**config.mk**
```make
export PLATFORM = sky130hd
export DESIGN_NAME = bias_ram_loader_flat
export DESIGN_NICKNAME = d
export VERILOG_FILES = /design/src/rtl/bias_ram_loader_if.sv /design/src/rtl/bias_ram_loader.sv /design/src/flat_wrapper.sv
export SDC_FILE = /design/constraint.sdc
export NUM_CORES = 1
export LEC_CHECK = 0
export ABC_AREA = 1
export CAP_MARGIN = 25
export CORE_MARGIN = 2
export CORE_UTILIZATION = 47
export CTS_BUF_LIST = sky130_fd_sc_hd__clkbuf_8
export CTS_CLUSTER_SIZE = 10
export DETAILED_ROUTE_END_ITERATION = 6
export PLACE_DENSITY = 0.88
export SETUP_SLACK_MARGIN = 0.3
export SLEW_MARGIN = 20
export SYNTH_ARGS = -nofsm -noshare
export SYNTH_HDL_FRONTEND = slang
export SYNTH_SLANG_ARGS = --single-unit
```
**constraint.sdc**
```tcl
create_clock -name clk -period 2.65 [get_ports clk]
set_input_delay 0.3975 -clock clk [delete_from_list [all_inputs] [get_ports clk]]
set_output_delay 0.3975 -clock clk [all_outputs]
set_load 0.01 [all_outputs]
```
**src/rtl/bias_ram_loader_if.sv**
```systemverilog
// Stream-in / RAM-write-out bundle for the bias RAM loader.
// The slave side is the loader; the master side is the DMA stream source plus the RAM write port.
interface bias_ram_loader_if #(
  parameter int DATA_WIDTH = 128,
  parameter int ADDR_BITS  = 8
);
  logic [DATA_WIDTH-1:0] s_data;
  logic                  s_valid;
  logic                  s_ready;
  logic [ADDR_BITS-1:0]  write_address;
  logic                  write_enable;
  logic [DATA_WIDTH-1:0] write_data;

  modport master (
    output s_data, s_valid,
    input  s_ready, write_address, write_enable, write_data
  );

  modport slave (
    input  s_data, s_valid,
    output s_ready, write_address, write_enable, write_data
  );
endinterface

```
**src/rtl/bias_ram_loader.sv**
```systemverilog
// Streams N bias words into the RAM write port, zero-padding odd N to a full 256-bit row.
// Latency: one cycle from stream handshake to write strobe; stream stalls only on s_valid gaps, the RAM never back-pressures.
module bias_ram_loader #(
  parameter int DATA_WIDTH = 128,
  parameter int ADDR_BITS  = 8
) (
  input  logic                 clk,
  input  logic                 rst,
  input  logic                 start,
  input  logic [ADDR_BITS:0]   num_words,
  output logic                 busy,
  output logic                 done,
  bias_ram_loader_if.slave     bus
);

  typedef enum logic [1:0] {
    IDLE = 2'd0,
    LOAD = 2'd1,
    PAD  = 2'd2,
    DONE = 2'd3
  } state_t;

  localparam logic [ADDR_BITS:0] CAP = {1'b1, {ADDR_BITS{1'b0}}};
  localparam logic [ADDR_BITS:0] ONE = {{ADDR_BITS{1'b0}}, 1'b1};

  state_t                  state, state_nxt;
  logic [ADDR_BITS:0]      n_words, n_words_nxt;
  logic [ADDR_BITS:0]      cnt, cnt_nxt;
  logic                    post_done;
  logic                    we_q, we_nxt;
  logic [ADDR_BITS-1:0]    wa_q, wa_nxt;
  logic [DATA_WIDTH-1:0]   wd_q, wd_nxt;
  logic [ADDR_BITS:0]      n_start;
  logic                    accept;
  logic                    last_word;

  assign n_start   = (num_words > CAP) ? CAP : num_words;
  assign accept    = bus.s_valid && (state == LOAD);
  assign last_word = (cnt == (n_words - ONE));

  always_comb begin
    state_nxt   = state;
    n_words_nxt = n_words;
    cnt_nxt     = cnt;
    we_nxt      = 1'b0;
    wa_nxt      = wa_q;
    wd_nxt      = wd_q;
    case (state)
      IDLE: begin
        // post_done marks the IDLE cycle that still counts as busy, so start is ignored there
        if (start && !post_done) begin
          n_words_nxt = n_start;
          cnt_nxt     = '0;
          state_nxt   = (n_start == '0) ? DONE : LOAD;
        end
      end
      LOAD: begin
        if (accept) begin
          we_nxt = 1'b1;
          wa_nxt = cnt[ADDR_BITS-1:0];
          wd_nxt = bus.s_data;
          if (last_word) begin
            state_nxt = n_words[0] ? PAD : DONE;
          end else begin
            cnt_nxt = cnt + ONE;
          end
        end
      end
      PAD: begin
        we_nxt    = 1'b1;
        wa_nxt    = n_words[ADDR_BITS-1:0];
        wd_nxt    = '0;
        state_nxt = DONE;
      end
      DONE: begin
        state_nxt = IDLE;
      end
      default: begin
        state_nxt = IDLE;
      end
    endcase
  end

  always_ff @(posedge clk) begin
    if (rst) begin
      state     <= IDLE;
      n_words   <= '0;
      cnt       <= '0;
      post_done <= 1'b0;
      we_q      <= 1'b0;
      wa_q      <= '0;
      wd_q      <= '0;
    end else begin
      state     <= state_nxt;
      n_words   <= n_words_nxt;
      cnt       <= cnt_nxt;
      post_done <= (state == DONE);
      we_q      <= we_nxt;
      wa_q      <= wa_nxt;
      wd_q      <= wd_nxt;
    end
  end

  assign bus.s_ready       = (state == LOAD);
  assign bus.write_enable  = we_q;
  assign bus.write_address = wa_q;
  assign bus.write_data    = wd_q;
  assign done              = (state == DONE);
  assign busy              = (state != IDLE) || post_done;

endmodule
```
**src/flat_wrapper.sv**
```systemverilog
// flat-port wrapper written by rule: the top's interface ports become plain ports
module bias_ram_loader_flat 
#(
  parameter int DATA_WIDTH = 128,
  parameter int ADDR_BITS  = 8
)
  (clk, rst, start, num_words, busy, done, bus_s_data, bus_s_valid, bus_s_ready, bus_write_address, bus_write_enable, bus_write_data);
  bias_ram_loader_if #(.DATA_WIDTH(DATA_WIDTH), .ADDR_BITS(ADDR_BITS)) bus_i ();
  input  logic clk;
  input  logic rst;
  input  logic start;
  input  logic [ADDR_BITS:0] num_words;
  output logic busy;
  output logic done;
  input wire logic [$bits(bus_i.s_data)-1:0] bus_s_data;
  input wire logic [$bits(bus_i.s_valid)-1:0] bus_s_valid;
  output wire logic [$bits(bus_i.s_ready)-1:0] bus_s_ready;
  output wire logic [$bits(bus_i.write_address)-1:0] bus_write_address;
  output wire logic [$bits(bus_i.write_enable)-1:0] bus_write_enable;
  output wire logic [$bits(bus_i.write_data)-1:0] bus_write_data;
  assign bus_i.s_data = bus_s_data;
  assign bus_i.s_valid = bus_s_valid;
  assign bus_s_ready = bus_i.s_ready;
  assign bus_write_address = bus_i.write_address;
  assign bus_write_enable = bus_i.write_enable;
  assign bus_write_data = bus_i.write_data;
  bias_ram_loader #(.DATA_WIDTH(DATA_WIDTH), .ADDR_BITS(ADDR_BITS)) u_core (.clk(clk), .rst(rst), .start(start), .num_words(num_words), .busy(busy), .done(done), .bus(bus_i));
endmodule
```
==> results of run 1 <==
==> state kept, by name, indices dropped and copies added (netlist names) <==
signal	count
u_core.bus.write_address	8
u_core.bus.write_enable	1
u_core.bus.write_data	128
u_core.n_words	9
u_core.state	2
u_core.cnt	9
u_core.post_done	1
==> worst max-delay path: cells and delay by family (launching register included) <==
kind / cells / cell delay [ps]
adder cells (fa/ha/maj): 1 / 320
flip-flops: 1 / 350
buffers and inverters: 2 / 690
==> where the power goes <==
group / internal, W / leakage [nW] / switching (W) / total (W)
clock: 0.00104 / 0.222 / 0.000859 / 0.00190
sequential: 0.00275 / 1.28 / 0.000245 / 0.00299
combinational: 0.00138 / 1.88 / 0.00204 / 0.00342
total: 0.00517 / 3.39 / 0.00314 / 0.00831
==> final cells by class <==
| type | count | area share [%] |
|---|---|---|
| clock buffer | 18 | 2.56 |
| clock inverter | 13 | 1.81 |
| inverter | 31 | 1.28 |
| multi-input combinational | 590 | 29.2 |
| sequential | 158 | 32.7 |
| tap | 176 | 2.28 |
| timing repair buffer | 287 | 30.1 |
==> repair_timing <==
action,in CTS,in global routing
gates resized for setup,1,1
endpoints found under the hold margin,0,0
endpoints found under the setup margin,1,1
pin swaps,0,0
==> synth_stat cells <==
master,count
a21oi_1,146
nand3b_1,1
nand3_4,1
a31oi_1,10
nand4_1,1
nor2_4,1
a211oi_1,8
dfxtp_1,158
buf_1,2
nand2_1,203
nand2_2,2
inv_1,27
clkbuf_1,43
nor3_1,1
buf_2,19
ha_1,6
inv_2,2
nand3_1,146
nor4_1,1
buf_8,1
inv_4,1
clkinv_1,1
nor2_1,30
xnor2_1,3
clkbuf_2,2
nor3b_1,2
xor2_1,8
or2_1,1
o21ai_0,13
nor2_2,2
nand2_4,1
o21ai_1,2
or2_2,1
==> metal layers <==
metal | GRT usage [%] | vias to the layer above | share of wire, % | routed length [um]
li1 | - | 3309 | - | -
met1 | 31.0 | 2992 | 38 | 7440
met2 | 42.4 | 339 | 47 | 9200
met3 | 9.67 | 53 | 11 | 2190
met4 | 12.9 | 0 | 3.7 | 733
met5 | 0 | - | 0 | 0
==> path summary, 6_finish.rpt <==
check	from	depth (start not counted)	end	slack (ps)
hold reg to reg	u_core.bus.write_data[5]	2	u_core.bus.write_data[5]	460
setup / recovery	u_core.state[1]	3	bus_s_ready	460
hold / removal	rst	2	u_core.post_done	390
setup reg to reg	u_core.n_words[0]	14	u_core.cnt[5]	660
==> cells by family after synthesis <==
| family | count (synthesis) | synth area share [%] |
|---|---|---|
| xor+xnor | 11 | 1.51 |
| simple gates | 394 | 26.9 |
| compound gates | 179 | 14.5 |
| buf+inv | 98 | 6.38 |
| flops | 158 | 49.5 |
| fa+ha+maj | 6 | 1.17 |
==> stage by stage <==
stage / instance area [um2] / setup slack [ps] / power (W) / instances
finish: 9670 / 460 / 0.00831 / 1273
global route: 9670 / 327 / 0.00883 / 1273
CTS: 9670 / 354 / 0.00833 / 1273
detailed placement: 9250 / 623 / 0.00643 / 1242
global placement: 9250 / 686 / 0.00637 / 1242
floorplan: 6390 / 896 / 0.00507 / 846
==> flow_summary_export.csv, run 1 <==
group,metric,value,unit
detailed_routing,routed_wl,19600,um
detailed_routing,ant_nets,0,
cells_and_area,layout_common_cells,"clkdlybuf4s50_1, nand2_1, dfxtp_1",
run_status,status,"complete, no violations",
synthesis,syn_avg_cell_area,7.56,um2
timing,slew_headroom,53.5,%
synthesis,syn-cell-area,6390,um2
detailed_routing,viasPerCell,5.26,
setup_path,critPathLaunchType,"register",
clocking,htreeDepth,4,
timing,layout_min_cycle_time,2190,ps
grt,grt_max_degree,138,
timing,rsz0062_at_grt,"false",
cells_and_area,fill_cells,1026,
clocking,cts_hold_buf,0,
die,dieArea,14600,um2
timing,fin_crit_sh,82.7,%
synthesis,ys_seq_area_share,49.5,%
placed_design,port_buffers,280,
cells_and_area,drive_above_1_share,4.74,%
clocking,post_cts_buffers,0,
setup_path,cp.required,2250,ps
cells_and_area,antenna_cells,0,
timing,fin_hold_ws,389,ps
synthesis,synth_area_leader_cell,"dfxtp_1",
setup_path,cpPeakStageDelay,580,ps
timing,fmax,457,MHz
timing,setup_tns,0,ps
clocking,clk_path_buf_depth,2,
synthesis,syn-num-nets,993,
synthesis,synth_cell_types,33,
detailed_routing,via_count,6693,
grt,grt_pass1_wl,30700,um
power_and_ir_drop,p_leak,3.39,nW
setup_path,worstPathMaxFanout,9,
die,ioPinCount,281,
clocking,cts_buffers,17,
clocking,clk_pin_slew,80,ps
grt,grt_overflow,0,
power_and_ir_drop,ir_drop,987,uV
clocking,cts_tree,"yes",
timing,setup_viol,0,
cells_and_area,layout_commonest_cell,"clkdlybuf4s50_1",
cells_and_area,final_nets,1232,
detailed_routing,drc,0,
worst_hold_path,min_path_type,"in -> reg",
flow_run,maxCapViolations,0,
clocking,cts_num_sinks,158,
placed_design,place.detailed.hpwl,13700,um
timing,fin_skew,11.5,ps
power_and_ir_drop,power.density,859,nW/um2
synthesis,ys_top_cells_by_area,"dfxtp_1, nand2_1, a21oi_1",
die,die_y,121,um
timing,slew_violations,0,
detailed_routing,first_pass_iters,5,
setup_path,worstPathArrival,1790,ps
setup_path,critPathCaptureType,"primary output",
synthesis,synthDominantCellAreaShare,49.5,%
timing,finalHoldViolations,0,
setup_path,crit_path_top_delay_cell,"clkdlybuf4s50_1",
detailed_routing,wire_per_inst,15.4,um
synthesis,syn_inst,846,
grt,grtUsageTotal,26.4,%
die,initial_utilization,48.3,%
setup_path,worstSetupPathType,"reg -> out",
die,row_count,42,
die,core-area,13200,um2
grt,antenna_found_initial,0,
clocking,cts_root_buffer,"clkbuf_8",
timing,tightest_slew,697,ps
placed_design,gp_congestion,0.922,
die,die_w,121,um
cells_and_area,final_core_util,73.0,%
synthesis,yosysWarnings,0,
synthesis,ys_seq_elements,158,
cells_and_area,synthToLayoutAreaGrowth,51.3,%
setup_path,crit_chain,"inv_1, ha_2, clkdlybuf4s50_1",
grt,grt_pass1_vias,6233,
detailed_routing,drtIter0Drc,491,
cells_and_area,multi_input_area,2830,um2
clocking,clk_latency,440,ps
cells_and_area,final-seq-area,3160,um2
Note: power is estimated with default switching activity, not from simulation.
==> inputs of run 2 (changes only) <==
- CORE_UTILIZATION: 47 -> 43
- PLACE_DENSITY: 0.88 -> 0.82
- clock period: 2.65 -> 2.21 ns (I/O delays scaled with it)
==> flow_summary_export.csv, run 2 (synthesized netlist as in run 1, its figures left out) <==
group,metric,value,unit
run_status,status,"complete, no violations",
setup_path,worstPathArrival,1480,ps
timing,setup_tns,0,ps
power_and_ir_drop,p_leak,3.45,nW
grt,grt_pass1_wl,32400,um
detailed_routing,drtIter0Drc,415,
cells_and_area,layout_commonest_cell,"clkdlybuf4s50_1",
power_and_ir_drop,ir_drop,764,uV
placed_design,port_buffers,280,
timing,tightest_slew,416,ps
clocking,clk_pin_slew,90,ps
timing,layout_min_cycle_time,1810,ps
setup_path,critPathCaptureType,"primary output",
detailed_routing,routed_wl,20700,um
power_and_ir_drop,p_clk_share,21.4,%
setup_path,r2r_slack,420,ps
detailed_routing,via_count,6800,
setup_path,worstPathMaxFanout,6,
setup_path,cp.required,1880,ps
cells_and_area,synthToLayoutAreaGrowth,53.7,%
power_and_ir_drop,combPwrFrac,43.2,%
timing,rsz0062_at_grt,"false",
timing,fin_skew,14.9,ps
detailed_routing,ant_nets,0,
power_and_ir_drop,seq_power_share,35.4,%
clocking,clk_latency,440,ps
grt,grt_use_met3,9.09,%
worst_hold_path,worstHoldStart,"rst",
timing,finalWorstSetupSlack,398,ps
detailed_routing,drc,0,
clocking,clk_path_buf_depth,2,
timing,setup_viol,0,
power_and_ir_drop,power.density,1030,nW/um2
cells_and_area,antenna_cells,0,
die,dieArea,15900,um2
worst_hold_path,min_path_type,"in -> reg",
grt,grt.met2_usage,40.6,%
die,core-area,14500,um2
timing,finalHoldViolations,0,
clocking,cts_root_buffer,"clkbuf_8",
detailed_routing,wire_per_inst,16.0,um
timing,slew_violations,0,
power_and_ir_drop,p_sw_share,39.2,%
power_and_ir_drop,netSwitchingPower,0.00397,W
grt,antenna_found_initial,0,
grt,busiest_layer,"met2",
clocking,cts_buffers,17,
cells_and_area,layout_common_cells,"clkdlybuf4s50_1, nand2_1, dfxtp_1",
cells_and_area,drive_above_1_share,7.30,%
timing,fmax,552,MHz
setup_path,reg2reg_depth,11,
clocking,htreeDepth,4,
power_and_ir_drop,p_int,0.00617,W
cells_and_area,multi_input_area,2880,um2
worst_hold_path,hold_end,"u_core.bus.write_data[73]",
grt,grt_max_degree,80,
timing,fin_crit_sh,82.0,%
worst_hold_path,holdPathStages,2,
clocking,cts_num_sinks,158,
grt,grtUsageTotal,25.1,%
setup_path,critPathLaunchType,"register",
placed_design,place_ws,286,ps
setup_path,worstSetupPathType,"reg -> out",
die,row_count,44,
cells_and_area,final_core_util,67.6,%
placed_design,place.detailed.hpwl,14300,um
timing,slew_headroom,72.3,%
grt,grt_overflow,0,
placed_design,gp_congestion,0.948,
setup_path,worst_r2r_startpoint,"u_core.n_words[0]",
detailed_routing,viasPerCell,5.26,
grt,grt_pass1_vias,6386,
cells_and_area,fill_cells,1177,
die,die_w,126,um
clocking,cts_tree,"yes",
flow_run,maxCapViolations,0,
die,initial_utilization,44.0,%
die,die_y,126,um
die,ioPinCount,281,
cells_and_area,largest_reg_flops,128,
grt,met1_usage,30.4,%
cells_and_area,final-seq-area,3170,um2
cells_and_area,final_nets,1244,
setup_path,rr_endpoint,"u_core.cnt[0]",
detailed_routing,first_pass_iters,5,
## run 2: changes by cell type in the layout (fill, tap and decap cells not counted), sizes merged
| cell | delta |
|---|---|
| buf | +10 |
| bufinv | -2 |
| clkbuf | +2 |
| clkdlybuf4s50 | -3 |
| clkinv | -2 |
| clkinvlp | +4 |
| dlygate4sd2 | +1 |
| dlymetal6s2s | +1 |
| nand2 | +1 |
| nand3 | +1 |
## run 2: cell type report
class | instances | area share [%]
Timing Repair Buffer | 297 | 30.7
Clock inverter | 13 | 1.41
Sequential cell | 158 | 32.3
Inverter | 31 | 1.30
Tap cell | 184 | 2.34
Clock buffer | 19 | 2.66
Multi-Input combinational cell | 592 | 29.3
## run 2: worst max path at each step
stage / start / end / slack [ps] / cells past startpoint
2_1_floorplan: u_core.state[1] / u_core.bus.write_data[40] / 460 / 9
3_3_place_gp: bus_s_valid / u_core.cnt[1] / 360 / 9
3_5_place_dp: num_words[5] / u_core.n_words[1] / 290 / 6
4_1_cts: u_core.n_words[0] / u_core.cnt[0] / 310 / 14
5_1_grt: u_core.n_words[0] / u_core.cnt[1] / 310 / 15
6_report: u_core.state[0] / busy / 400 / 4
## run 2: timing repair
action / 4_1_cts / 5_1_grt
setup endpoints to repair: 6 / 13
hold buffers: 0 / 0
resized for setup: 8 / 18
pin swaps: 1 / 8
setup buffers: 1 / 2
cloned: 1 / 1
## run 2: layer usage
metal	up-vias	part of all wire, %
met3	46	9.2
met4	0	3.1
li1	3327	-
met5	-	0
met2	294	47
met1	3133	41
## run 2: worst max-delay path, cell delays in order (launching register included)
cell	delay (ps)
dfxtp_4	370
inv_1	90
ha_2	230
nand2_1	60
dlygate4sd2_1	280
## run 2: power groups by stage
stage / clock network, W / registers (W) / logic, W
floorplan: 0 / 0.00377 / 0.00231
global placement: 0 / 0.00362 / 0.00419
detailed placement: 0 / 0.00363 / 0.00424
CTS: 0.00220 / 0.00358 / 0.00427
global route: 0.00232 / 0.00364 / 0.00478
finish: 0.00217 / 0.00359 / 0.00438
## run 2: per-stage QoR
stage,power [W],instance area (um2),cells,hold WS (ps)
2_1_floorplan,0.00608,6390,846,464
3_3_place_gp,0.00781,9330,1257,447
3_5_place_dp,0.00787,9330,1257,451
4_1_cts,0.0101,9750,1291,289
5_1_grt,0.0107,9820,1294,296
6_report,0.0101,9820,1294,311
